===== src/rtl/uart_pkg.sv =====
// Shared types and constants for the UART transmit arbiter.
package uart_pkg;

  localparam int BYTE_W   = 8;
  localparam int GID_W    = 3;
  localparam int ID_SPACE = 1 << GID_W;

  typedef enum logic [1:0] {
    IDLE      = 2'b00,
    WAIT_BUSY = 2'b01,
    WAIT_DONE = 2'b10,
    GAP       = 2'b11
  } arb_state_e;

  // Wraps at n explicitly so non-power-of-two requester counts rotate correctly.
  function automatic logic [GID_W-1:0] next_idx(input logic [GID_W-1:0] idx, input int n);
    if (int'(idx) >= n - 1) return '0;
    return idx + 1'b1;
  endfunction

endpackage


===== src/rtl/uart_tx_arb_rr_pick.sv =====
// Combinational round-robin picker: first valid requester at or above rr_ptr, wrapping.
module rr_pick
  import uart_pkg::*;
#(
  parameter int NUM_REQ = 4
) (
  input  logic [NUM_REQ-1:0] req_valid,
  input  logic [GID_W-1:0]   rr_ptr,
  output logic [GID_W-1:0]   winner,
  output logic               any_valid
);

  logic [ID_SPACE-1:0] valid_ext;
  logic [GID_W-1:0]    cand_idx [NUM_REQ];
  logic [NUM_REQ-1:0]  hit;

  assign valid_ext = ID_SPACE'(req_valid);
  assign any_valid = |req_valid;

  // Candidate gi is the requester gi places after the pointer.
  genvar gi;
  for (gi = 0; gi < NUM_REQ; gi++) begin : g_cand
    logic [GID_W:0] sum;
    assign sum          = {1'b0, rr_ptr} + (GID_W+1)'(gi);
    assign cand_idx[gi] = (sum >= (GID_W+1)'(NUM_REQ)) ? GID_W'(sum - (GID_W+1)'(NUM_REQ))
                                                      : sum[GID_W-1:0];
    assign hit[gi]      = valid_ext[cand_idx[gi]];
  end

  always_comb begin
    winner = '0;
    for (int k = NUM_REQ - 1; k >= 0; k--) begin
      if (hit[k]) winner = cand_idx[k];
    end
  end

endmodule


===== src/rtl/uart_tx_arb.sv =====
// Round-robin arbiter sharing one UART transmitter among NUM_REQ byte producers.
// Optional UART_ARB_LOCK_EN adds req_lock so a requester can keep priority across frames.
module uart_tx_arb
  import uart_pkg::*;
#(
  parameter int NUM_REQ      = 4,
  parameter int GAP_CLKS     = 0,
  parameter int TIMEOUT_CLKS = 16
) (
  input  logic                      tx_clk,
  input  logic                      rst_n,
  input  logic [NUM_REQ-1:0]        req_valid,
  input  logic [NUM_REQ*BYTE_W-1:0] req_data,
`ifdef UART_ARB_LOCK_EN
  input  logic [NUM_REQ-1:0]        req_lock,
`endif
  output logic [NUM_REQ-1:0]        req_ready,
  output logic [BYTE_W-1:0]         tx_data,
  output logic                      tx_start,
  input  logic                      tx_busy,
  output logic [GID_W-1:0]          grant_id,
  output logic                      err_timeout
);

  localparam logic [7:0] TO_LAST  = 8'(TIMEOUT_CLKS - 1);
  localparam logic [7:0] GAP_LAST = 8'((GAP_CLKS > 0) ? GAP_CLKS - 1 : 0);

  arb_state_e          state_q, state_d;
  logic [GID_W-1:0]    rr_ptr_q, rr_ptr_d;
  logic [7:0]          cnt_q, cnt_d;
  logic [NUM_REQ-1:0]  req_ready_q, req_ready_d;
  logic [BYTE_W-1:0]   tx_data_q, tx_data_d;
  logic                tx_start_q, tx_start_d;
  logic [GID_W-1:0]    grant_id_q, grant_id_d;
  logic                err_timeout_q, err_timeout_d;

  logic [GID_W-1:0]    winner;
  logic                any_valid;
  logic                lock_hold;
  logic [BYTE_W-1:0]   req_bytes [ID_SPACE];

  rr_pick #(.NUM_REQ(NUM_REQ)) u_pick (
    .req_valid (req_valid),
    .rr_ptr    (rr_ptr_q),
    .winner    (winner),
    .any_valid (any_valid)
  );

  // Pad the byte table to the full id space so a 3-bit index never selects out of range.
  genvar gi;
  for (gi = 0; gi < ID_SPACE; gi++) begin : g_bytes
    if (gi < NUM_REQ) begin : g_real
      assign req_bytes[gi] = req_data[gi*BYTE_W +: BYTE_W];
    end else begin : g_pad
      assign req_bytes[gi] = '0;
    end
  end

`ifdef UART_ARB_LOCK_EN
  logic [ID_SPACE-1:0] lock_ext, valid_ext;
  assign lock_ext  = ID_SPACE'(req_lock);
  assign valid_ext = ID_SPACE'(req_valid);
  assign lock_hold = lock_ext[grant_id_q] & valid_ext[grant_id_q];
`else
  assign lock_hold = 1'b0;
`endif

  always_comb begin
    state_d       = state_q;
    rr_ptr_d      = rr_ptr_q;
    cnt_d         = cnt_q;
    req_ready_d   = '0;
    tx_data_d     = tx_data_q;
    tx_start_d    = 1'b0;
    grant_id_d    = grant_id_q;
    err_timeout_d = 1'b0;
    case (state_q)
      IDLE: begin
        if (any_valid) begin
          tx_data_d   = req_bytes[winner];
          grant_id_d  = winner;
          req_ready_d = NUM_REQ'(1) << winner;
          tx_start_d  = 1'b1;
          cnt_d       = '0;
          state_d     = WAIT_BUSY;
        end
      end
      WAIT_BUSY: begin
        if (tx_busy) begin
          state_d = WAIT_DONE;
        end else if (cnt_q == TO_LAST) begin
          // Dropped byte: lock is deliberately not honoured here.
          err_timeout_d = 1'b1;
          rr_ptr_d      = next_idx(grant_id_q, NUM_REQ);
          state_d       = IDLE;
        end else begin
          cnt_d = cnt_q + 8'd1;
        end
      end
      WAIT_DONE: begin
        if (!tx_busy) begin
          rr_ptr_d = lock_hold ? grant_id_q : next_idx(grant_id_q, NUM_REQ);
          cnt_d    = '0;
          state_d  = (GAP_CLKS > 0) ? GAP : IDLE;
        end
      end
      GAP: begin
        cnt_d = cnt_q + 8'd1;
        if (cnt_q == GAP_LAST) state_d = IDLE;
      end
      default: state_d = IDLE;
    endcase
  end

  always_ff @(posedge tx_clk or negedge rst_n) begin
    if (!rst_n) begin
      state_q       <= IDLE;
      rr_ptr_q      <= '0;
      cnt_q         <= '0;
      req_ready_q   <= '0;
      tx_data_q     <= '0;
      tx_start_q    <= 1'b0;
      grant_id_q    <= '0;
      err_timeout_q <= 1'b0;
    end else begin
      state_q       <= state_d;
      rr_ptr_q      <= rr_ptr_d;
      cnt_q         <= cnt_d;
      req_ready_q   <= req_ready_d;
      tx_data_q     <= tx_data_d;
      tx_start_q    <= tx_start_d;
      grant_id_q    <= grant_id_d;
      err_timeout_q <= err_timeout_d;
    end
  end

  assign req_ready   = req_ready_q;
  assign tx_data     = tx_data_q;
  assign tx_start    = tx_start_q;
  assign grant_id    = grant_id_q;
  assign err_timeout = err_timeout_q;

endmodule

===== config.mk =====
export PLATFORM = sky130hd
export DESIGN_NAME = uart_tx_arb
export DESIGN_NICKNAME = d
export VERILOG_FILES = /design/src/rtl/uart_pkg.sv /design/src/rtl/uart_tx_arb_rr_pick.sv /design/src/rtl/uart_tx_arb.sv
export SDC_FILE = /design/constraint.sdc
export NUM_CORES = 1
export LEC_CHECK = 0
export ABC_AREA = 1
export CAP_MARGIN = 20
export CORE_MARGIN = 2
export CORE_UTILIZATION = 52
export CTS_BUF_LIST = sky130_fd_sc_hd__clkbuf_16
export CTS_CLUSTER_DIAMETER = 30
export DETAILED_ROUTE_END_ITERATION = 7
export PLACE_DENSITY = 0.86
export SYNTH_ARGS = -nofsm -noshare
export SYNTH_HDL_FRONTEND = slang
export SYNTH_SLANG_ARGS = --single-unit

===== constraint.sdc =====
create_clock -name tx_clk -period 5.3 [get_ports tx_clk]
set_input_delay 0.795 -clock tx_clk [delete_from_list [all_inputs] [get_ports tx_clk]]
set_output_delay 0.795 -clock tx_clk [all_outputs]
set_load 0.01 [all_outputs]

After elaboration in Yosys (flattened, before gate mapping)
Index checks and enable logic that the tools add are counted.
W data, S select, Z words.
{"block": "word_totals", "ff_bits": 30, "input_bits": 39, "output_inout_bits": 17, "wordCells": 98}
{"block": "classes", "add_sub_neg": 9, "order_cmp": 10, "eq_ne": 11, "n_shift": 1, "mux": 50, "bitwise": 1, "reduce_logical": 8}
{"operator": "$mux W8", "count": 6}
{"operator": "$mux W3", "count": 14}
{"operator": "$pmux W8 S4", "count": 1}
{"operator": "$bmux W8 S3", "count": 1}
{"operator": "$lt A3 B4 Y1 const B", "count": 4}
{"operator": "$mux W1", "count": 15}
{"operator": "$bmux W1 S3", "count": 4}
{"operator": "$ge A4 B3 Y1 const B", "count": 3}
{"operator": "$ne A2 B2 Y1 const B", "count": 6}
{"operator": "$reduce_and A4 Y1", "count": 3}
{"operator": "$sub A3 B3 Y3 const B", "count": 4}
{"operator": "$mux W2", "count": 5}
{"operator": "$add A3 B2 Y4 const B", "count": 2}
{"operator": "$add A8 B1 Y8 const B", "count": 1}
{"operator": "$eq A8 B4 Y1 const B", "count": 1}
{"operator": "$logic_not A8 Y1", "count": 1}
{"operator": "$mux W4", "count": 2}
{"operator": "$pmux W2 S4", "count": 1}
{"operator": "$pmux W3 S2", "count": 1}
{"operator": "$add A3 B1 Y4 const B", "count": 1}
{"operator": "$eq A2 B2 Y1 const B", "count": 2}
{"operator": "$ge A4 B4 Y1 const B", "count": 1}
{"operator": "$not A3 Y4", "count": 1}
{"operator": "$reduce_or A4 Y1", "count": 1}
{"operator": "other kinds (9)", "count": 9}

Logic depth before layout (Yosys ltp)
Gate-level depths: netlist of the first run.
{"block": "logic_depth", "word_depth": 13, "depth_mapped": 16, "ltp_nobuf": 14}

Hierarchy
A second synthesis of the first run with hierarchy kept.
{"block": "unflattened", "cells_unflattened": 282, "area_unflattened_um2": 2010.7}
{"module": "uart_tx_arb", "instances": 1, "cells_each": 228, "area_each_um2": 1736.7, "seq_area_each_um2": 750.7}
{"module": "rr_pick", "instances": 1, "cells_each": 54, "area_each_um2": 274.0, "seq_area_each_um2": 0.0}

Worst setup path before layout of the first run
OpenSTA, ideal clock, no wires.
{"block": "synth_path", "path_kind": "reg-to-reg", "startpoint": "register rr_ptr_q[0]", "endpoint": "register tx_data_q[5], in the netlist tx_data[5]", "setup_time_ps": 121, "arrival_ps": 1745, "t_required_ps": 5179, "slack_ps": 3434, "path_stages_with_launch": 15, "path_buffers": 2, "period_less_slack_ps": 1866, "cell_sequence": "dfrtp_1 > buf_6 > inv_6 > ha_1 > inv_1 > nand3_1 > nand3_2 > nand2_1 > nand2_2 > nand2_4 > clkbuf_4 > nand3_1 > nand2_1 > nand2_1 > nand3_2"}
{"block": "synth_via", "elab_chain_len": 13, "word_cells_on_any_way": 31, "classes_between": "7 x add/sub; 4 x order compare; 19 x mux; 1 x bitwise"}
{"element": "start: declaration", "line_no": "uart_tx_arb.sv:29", "source": "logic [GID_W-1:0] rr_ptr_q, rr_ptr_d;"}
{"element": "start signal: assignment", "line_no": "uart_tx_arb.sv:127", "source": "rr_ptr_q <= rr_ptr_d;"}
{"element": "$add A3 B2 Y4", "line_no": "uart_tx_arb_rr_pick.sv:24", "source": "assign sum = {1'b0, rr_ptr} + (GID_W+1)'(gi);"}
{"element": "$ge A4 B3 Y1 / $sub A3 B3 Y3 (equally long branches)", "line_no": "uart_tx_arb_rr_pick.sv:25", "source": "assign cand_idx[gi] = (sum >= (GID_W+1)'(NUM_REQ)) ? GID_W'(sum - (GID_W+1)'(NUM_REQ))"}
{"element": "$mux W3", "line_no": "uart_tx_arb_rr_pick.sv:25"}
{"element": "$bmux W1 S3", "line_no": "uart_tx_arb_rr_pick.sv:27", "source": "assign hit[gi] = valid_ext[cand_idx[gi]];"}
{"element": "$mux W1 (implied by the code)", "line_no": "uart_tx_arb_rr_pick.sv:27"}
{"element": "$mux W3 (3 in series)", "line_no": "uart_tx_arb_rr_pick.sv:33", "source": "if (hit[k]) winner = cand_idx[k];"}
{"element": "$mux W3 *", "line_no": "uart_tx_arb_rr_pick.sv:33"}
{"element": "$not A3 Y4 (implied by the code) *", "line_no": "uart_tx_arb.sv:80", "source": "tx_data_d = req_bytes[winner];"}
{"element": "$bmux W8 S3 *", "line_no": "uart_tx_arb.sv:80"}
{"element": "$mux W8 (implied by the code) * (2 in series)", "line_no": "uart_tx_arb.sv:80"}
{"element": "end signal: assignment", "line_no": "uart_tx_arb.sv:130", "source": "tx_data_q <= tx_data_d;"}
{"element": "end: declaration", "line_no": "uart_tx_arb.sv:32", "source": "logic [BYTE_W-1:0] tx_data_q, tx_data_d;"}
Mark *: on every way between the ends. The rest lies on a longest branch, timed or not. The select of a mux whose other input is x is not followed.
A chain may end at the register's enable or synchronous reset.

Worst setup path in the final report of the first run
{"block": "layout_path", "startpoint": "input port req_valid[0]", "endpoint": "register grant_id_q[0], in the netlist grant_id[0]"}
{"block": "layout_via", "elab_chain_len": 6, "word_cells_on_any_way": 14, "classes_between": "12 x mux; 2 x reduce/logical"}
{"element": "start: declaration", "line_no": "uart_tx_arb.sv:12", "source": "input logic [NUM_REQ-1:0] req_valid,"}
{"element": "$bmux W1 S3", "line_no": "uart_tx_arb_rr_pick.sv:27"}
{"element": "$mux W1 (implied by the code)", "line_no": "uart_tx_arb_rr_pick.sv:27"}
{"element": "$mux W3 (4 in series)", "line_no": "uart_tx_arb_rr_pick.sv:33"}
{"element": "end signal: assignment", "line_no": "uart_tx_arb.sv:132", "source": "grant_id_q <= grant_id_d;"}
{"element": "end: declaration", "line_no": "uart_tx_arb.sv:34", "source": "logic [GID_W-1:0] grant_id_q, grant_id_d;"}
Several ways; a longest one is shown, not always the timed one. The select of a mux whose other input is x is not followed.

==> results.json, run 1 <==
{
  "final_common_cell": "nand2_1",
  "area_growth_pct": 35.7,
  "postCtsSetupRepairBufs": 0,
  "avgSynthCellArea_um2": 7.19,
  "numCtsBuffers": 5,
  "dieArea_um2": 4300,
  "tightestPinTransition_ns": 0.554,
  "power.density_nw_per_um2": 592,
  "skew_ns": 0.00440,
  "clk_path_buf_depth": 2,
  "ys_types": 25,
  "die_x_um": 65.6,
  "yosys_register_bits": 30,
  "place_ws_ns": 2.60,
  "max-cap-violations": 0,
  "cts_resized": 0,
  "status": "complete, no violations",
  "synth_area_um2": 1970,
  "ir_drop_v": 0.000407,
  "setup_tns_ns": 0,
  "holdCritPathClass": "flop to flop",
  "grt_pass1_wl_um": 7990,
  "core_um2": 3660,
  "clk_pin_slew_ns": 0.05,
  "drv_slew": 0,
  "overflow": 0,
  "n_antenna_cell": 0,
  "drtIter0Drc": 185,
  "pin_count": 56,
  "post-route-min-period_ns": 2.45,
  "crit_type": "input pin to flop",
  "clockRootBuffer": "clkbuf_16",
  "postRouteAntennaNets": 0,
  "endpoint_kind": "flop",
  "fin_nets": 375,
  "grt_pass1_vias": 1823,
  "vias": 1932,
  "cp_max_fo": 16,
  "initial_utilization_pct": 53.8,
  "placed_area_um2": 2540,
  "totalWireLength_um": 4560,
  "clk_latency_ns": 0.27,
  "drive_gt1_share_pct": 10.3,
  "antenna_found_initial": 0,
  "holdWs_ns": 0.491,
  "die_h_um": 65.6,
  "track_usage_pct": 24.3,
  "seq_area_frac_synth_pct": 38.1,
  "grt_max_degree": 31,
  "setup.worst_path.start_class": "input pin",
  "critPathArrivalTime_ns": 2.66,
  "synthCells": 274,
  "dp_hpwl_um": 3440,
  "htree_levels": 2,
  "rows": 22,
  "mostFrequentLayoutCells": "nand2_1, clkdlybuf4s50_1, nand3_1",
  "leakage_nw": 1.34,
  "final_cell_area_um2": 2670,
  "final_hold_viol_count": 0,
  "clock.fmax_mhz": 409,
  "routed_via_density": 5.10,
  "synth_nets": 319,
  "cts_hold_buf": 0,
  "place_congestion": 0.878,
  "drt_drc_violations_left": 0,
  "port_buffers": 55,
  "routedWlPerCell_um": 12.0,
  "cts_sinks": 30,
  "rsz0062_at_grt": "no",
  "cp_data_required_time_ns": 5.51,
  "first_pass_iters": 5,
  "yosysWarningCount": 0,
  "setup_violations": 0,
  "fin_crit_sh_pct": 46.2,
  "relSlewSlack_pct": 63.1,
  "cts_tree": "yes",
  "setup_slack_ns": 2.85
}
==> per-layer routing <==
metal | global-route usage (%) | part of all wire [%] | routed length, um
met3 | 9.08 | 9.3 | 424
met5 | 0 | 0 | 0
met2 | 41.6 | 48 | 2170
met1 | 28.5 | 42 | 1910
met4 | 7.03 | 1.3 | 58
==> cells by family after synthesis <==
| family | after synthesis | synth area share (%) |
|---|---|---|
| and+or+nand+nor | 187 | 44.9 |
| buffers and inverters | 32 | 7.68 |
| DFF | 30 | 38.1 |
| AOI/OAI and AO/OA | 17 | 4.64 |
| adders and majority gates | 6 | 3.81 |
| xor gates and xnor gates | 2 | 0.889 |
==> final timing paths <==
check	startpoint	to	slack, ns	cells past startpoint
hold / removal	tx_data[7]$_DFFE_PN0P_	tx_data[7]$_DFFE_PN0P_	0.49	2
hold reg to reg	tx_data[7]$_DFFE_PN0P_	tx_data[7]$_DFFE_PN0P_	0.49	2
max in group asynchronous	rst_n	tx_start$_DFF_PN0_	4.11	2
min in group asynchronous	rst_n	err_timeout$_DFF_PN0_	0.91	2
setup reg to reg	rr_ptr_q[0]$_DFFE_PN0P_	grant_id[0]$_DFFE_PN0P_	2.96	12
setup / recovery	req_valid[0]	grant_id[0]$_DFFE_PN0P_	2.85	6
==> cell usage after synthesis <==
master | number | area (um^2)
buf_2 | 3 | 15.0
o21ai_0 | 11 | 55.1
nand2_2 | 10 | 62.6
xor2_1 | 2 | 17.5
a21oi_1 | 4 | 20.0
nand2_1 | 90 | 338
clkbuf_4 | 1 | 7.51
buf_4 | 1 | 7.51
ha_1 | 6 | 75.1
nand4_1 | 5 | 31.3
buf_6 | 2 | 22.5
inv_1 | 23 | 86.3
dfrtp_1 | 30 | 751
or2_1 | 1 | 6.26
a21oi_2 | 1 | 8.76
o21a_1 | 1 | 7.51
nand3_2 | 5 | 50.1
inv_6 | 1 | 8.76
nand3_1 | 37 | 185
nor3_1 | 8 | 40.0
inv_2 | 1 | 3.75
nand2_4 | 6 | 67.6
nor4_1 | 1 | 6.26
nor2_2 | 3 | 18.8
nor2_1 | 21 | 78.8
==> flip-flops by register name (all words and copies together) (netlist names) <==
register / count
cnt_q: 8
err_timeout: 1
grant_id: 3
req_ready: 4
rr_ptr_q: 3
state_q: 2
tx_data: 8
tx_start: 1
==> stage by stage <==
stage / util, % / instances / power, W
after floorplan: - / 274 / 0.00110
after global placement: 69.3 / 371 / 0.00130
after detailed placement: 69.3 / 371 / 0.00132
after CTS: 73.0 / 379 / 0.00159
after global routing: 73.0 / 379 / 0.00174
final: 73.0 / 379 / 0.00158
==> layout make-up <==
class,instances,area [um^2]
flip-flops and latches,30,751
repair buffers,56,558
well taps,48,60.1
inverters,25,98.8
clock buffers,5,125
fillers,308,987
multi-input cells,212,1070
clock inverters,3,12.5
==> worst max-delay path, cell delays in order <==
cell             delay [ns]
clkdlybuf4s50_1        0.49
nor4_1                 0.43
or2_1                  0.49
inv_1                  0.18
nand2_1                0.15
o21a_1                 0.13
==> report_power, final <==
| group | total, W | switching (W) | internal (W) | leakage [nW] |
|---|---|---|---|---|
| Combinational | 0.000938 | 0.000576 | 0.000361 | 0.872 |
| Sequential | 0.000382 | 0.0000729 | 0.000309 | 0.391 |
| Clock | 0.000264 | 0.0000949 | 0.000169 | 0.0724 |
(Power assumes the default switching activity.)
==> run 2: changes to the inputs <==
--- a/config.mk
+++ b/config.mk
@@ -8,11 +8,11 @@
 export ABC_AREA = 1
 export CAP_MARGIN = 20
 export CORE_MARGIN = 2
-export CORE_UTILIZATION = 52
+export CORE_UTILIZATION = 43
 export CTS_BUF_LIST = sky130_fd_sc_hd__clkbuf_16
 export CTS_CLUSTER_DIAMETER = 30
 export DETAILED_ROUTE_END_ITERATION = 7
-export PLACE_DENSITY = 0.86
+export PLACE_DENSITY = 0.76
 export SYNTH_ARGS = -nofsm -noshare
 export SYNTH_HDL_FRONTEND = slang
 export SYNTH_SLANG_ARGS = --single-unit
==> constraint.sdc (replaced) <==
create_clock -name tx_clk -period 2.13 [get_ports tx_clk]
set_input_delay 0.3195 -clock tx_clk [delete_from_list [all_inputs] [get_ports tx_clk]]
set_output_delay 0.3195 -clock tx_clk [all_outputs]
set_load 0.01 [all_outputs]
==> run 2 against run 1 <==
Effect of this change: register-to-register slack lost 2.8 ns; count of clock-buffer cells in the layout is the same; sequential cell count unchanged; setup slack got worse by 2.7 ns.
==> results.json, run 2 (synthesis results as in run 1) <==
{
  "port_buffers": 55,
  "rr_endpoint": "tx_data[5]$_DFFE_PN0P_",
  "startpoint": "rr_ptr_q[1]$_DFFE_PN0P_",
  "vias": 1929,
  "antenna_found_initial": 0,
  "cts_sinks": 30,
  "relSlewSlack_pct": 64.2,
  "drive_gt1_share_pct": 11.9,
  "place_ws_ns": 0.0887,
  "crit_type": "flop to flop",
  "routedWlPerCell_um": 11.7,
  "setup.worst_path.start_class": "flop",
  "clk_path_buf_depth": 2,
  "cts_hold_buf": 0,
  "htree_levels": 2,
  "clockRootBuffer": "clkbuf_16",
  "initial_utilization_pct": 44.9,
  "cp_slowest_cell": "dfrtp_1",
  "core_um2": 4380,
  "dieArea_um2": 5140,
  "holdCritPathClass": "input pin to async pin",
  "n_antenna_cell": 0,
  "r2r_start": "rr_ptr_q[1]$_DFFE_PN0P_",
  "die_x_um": 71.7,
  "worstSetupPathDepth": 10,
  "clock.fmax_mhz": 508,
  "placed_area_um2": 2580,
  "rows": 24,
  "drtIter0Drc": 105,
  "final_cell_area_um2": 2730,
  "critPathArrivalTime_ns": 2.18,
  "cp_data_required_time_ns": 2.34,
  "setup_violations": 0,
  "ir_drop_v": 0.000917,
  "endpoint_kind": "flop",
  "dp_hpwl_um": 3600,
  "cts_tree": "yes",
  "r2r_cells": 10,
  "max-cap-violations": 0,
  "final_common_cell": "nand2_1",
  "area_growth_pct": 38.3,
  "rrSetupSlack_ns": 0.16,
  "totalWireLength_um": 4550,
  "postRouteAntennaNets": 0,
  "track_usage_pct": 19.9,
  "worst-path-buf-inv": 2,
  "first_pass_iters": 4,
  "overflow": 0,
  "drv_slew": 0,
  "cp_max_fo": 8,
  "final_hold_viol_count": 0,
  "drt_drc_violations_left": 0,
  "skew_ns": 0.00441,
  "fin_crit_sh_pct": 92.4,
  "grt_max_degree": 31,
  "critical_path.top_delay_family": "simple AND/OR/NAND/NOR gates",
  "max_stage_delay_ns": 0.41,
  "grt_pass1_wl_um": 7990,
  "clk_pin_slew_ns": 0.05,
  "leakage_nw": 1.35,
  "grt_pass1_vias": 1903,
  "power.total_w": 0.00404,
  "routed_via_density": 4.97,
  "power.density_nw_per_um2": 1480,
  "crit_chain": "inv_2 > ha_1 > inv_1 > nand3_1 > nand3_2 > nand3_1 > nand2_2 > a21oi_2 > nand2_1 > nand3_2",
  "post-route-min-period_ns": 1.97,
  "fin_nets": 380,
  "rsz0062_at_grt": "no",
  "mostFrequentLayoutCells": "nand2_1, clkdlybuf4s50_1, nand3_1",
  "setup_slack_ns": 0.162,
  "setup_tns_ns": 0,
  "place_congestion": 0.869,
  "numCtsBuffers": 5,
  "critical_path.endpoint": "tx_data[5]$_DFFE_PN0P_",
  "clk_latency_ns": 0.28,
  "tightestPinTransition_ns": 0.536,
  "die_h_um": 71.7,
  "status": "complete, no violations",
  "pin_count": 56
}
[run 2: area by class of cell]
class | count | area [um^2]
Fill cell | 408 | 1660
Multi-Input combinational cell | 212 | 1070
Sequential cell | 30 | 751
Timing Repair Buffer | 61 | 596
Clock buffer | 5 | 125
Inverter | 25 | 98.8
Tap cell | 52 | 65.1
Clock inverter | 3 | 16.3
[run 2: repair_timing]
| action | in CTS | in global routing |
|---|---|---|
| gates resized for setup | 0 | 1 |
| setup endpoints to repair | 0 | 1 |
| buffers inserted | 0 | 0 |
[run 2: routing by layer]
metal	track usage [%]	vias to the layer above	part of all wire (%)
li1	-	998	-
met1	23.7	848	43
met2	32.9	77	47
met3	8.16	6	8.7
met4	6.08	0	1.3
met5	0	-	0
[run 2: worst min path at each step]
stage                                 startpoint                       to  slack, ns  depth (start not counted)
after CTS                                  rst_n    err_timeout$_DFF_PN0_       0.44                          2
after global placement    tx_data[5]$_DFFE_PN0P_   tx_data[5]$_DFFE_PN0P_       0.48                          2
after global routing                       rst_n  rr_ptr_q[0]$_DFFE_PN0P_       0.47                          2
after detailed placement  tx_data[5]$_DFFE_PN0P_   tx_data[5]$_DFFE_PN0P_       0.48                          2
final                                      rst_n    err_timeout$_DFF_PN0_       0.42                          2
after floorplan                            rst_n     cnt_q[0]$_DFFE_PN0P_       0.02                          0
[run 2: metrics by stage]
stage | instances | util, % | hold slack [ns]
global route | 388 | 62.2 | 0.471
global placement | 380 | 58.8 | 0.483
CTS | 388 | 62.0 | 0.436
floorplan | 274 | - | 0.0239
detailed placement | 380 | 58.8 | 0.484
finish | 388 | 62.2 | 0.424
[run 2: report_power, final]
part / leakage, nW / switching [W] / total [W] / internal (W)
clock network: 0.0672 / 0.000238 / 0.000663 / 0.000425
logic: 0.895 / 0.00147 / 0.00245 / 0.000980
registers: 0.391 / 0.000157 / 0.000928 / 0.000770
total: 1.35 / 0.00187 / 0.00404 / 0.00218
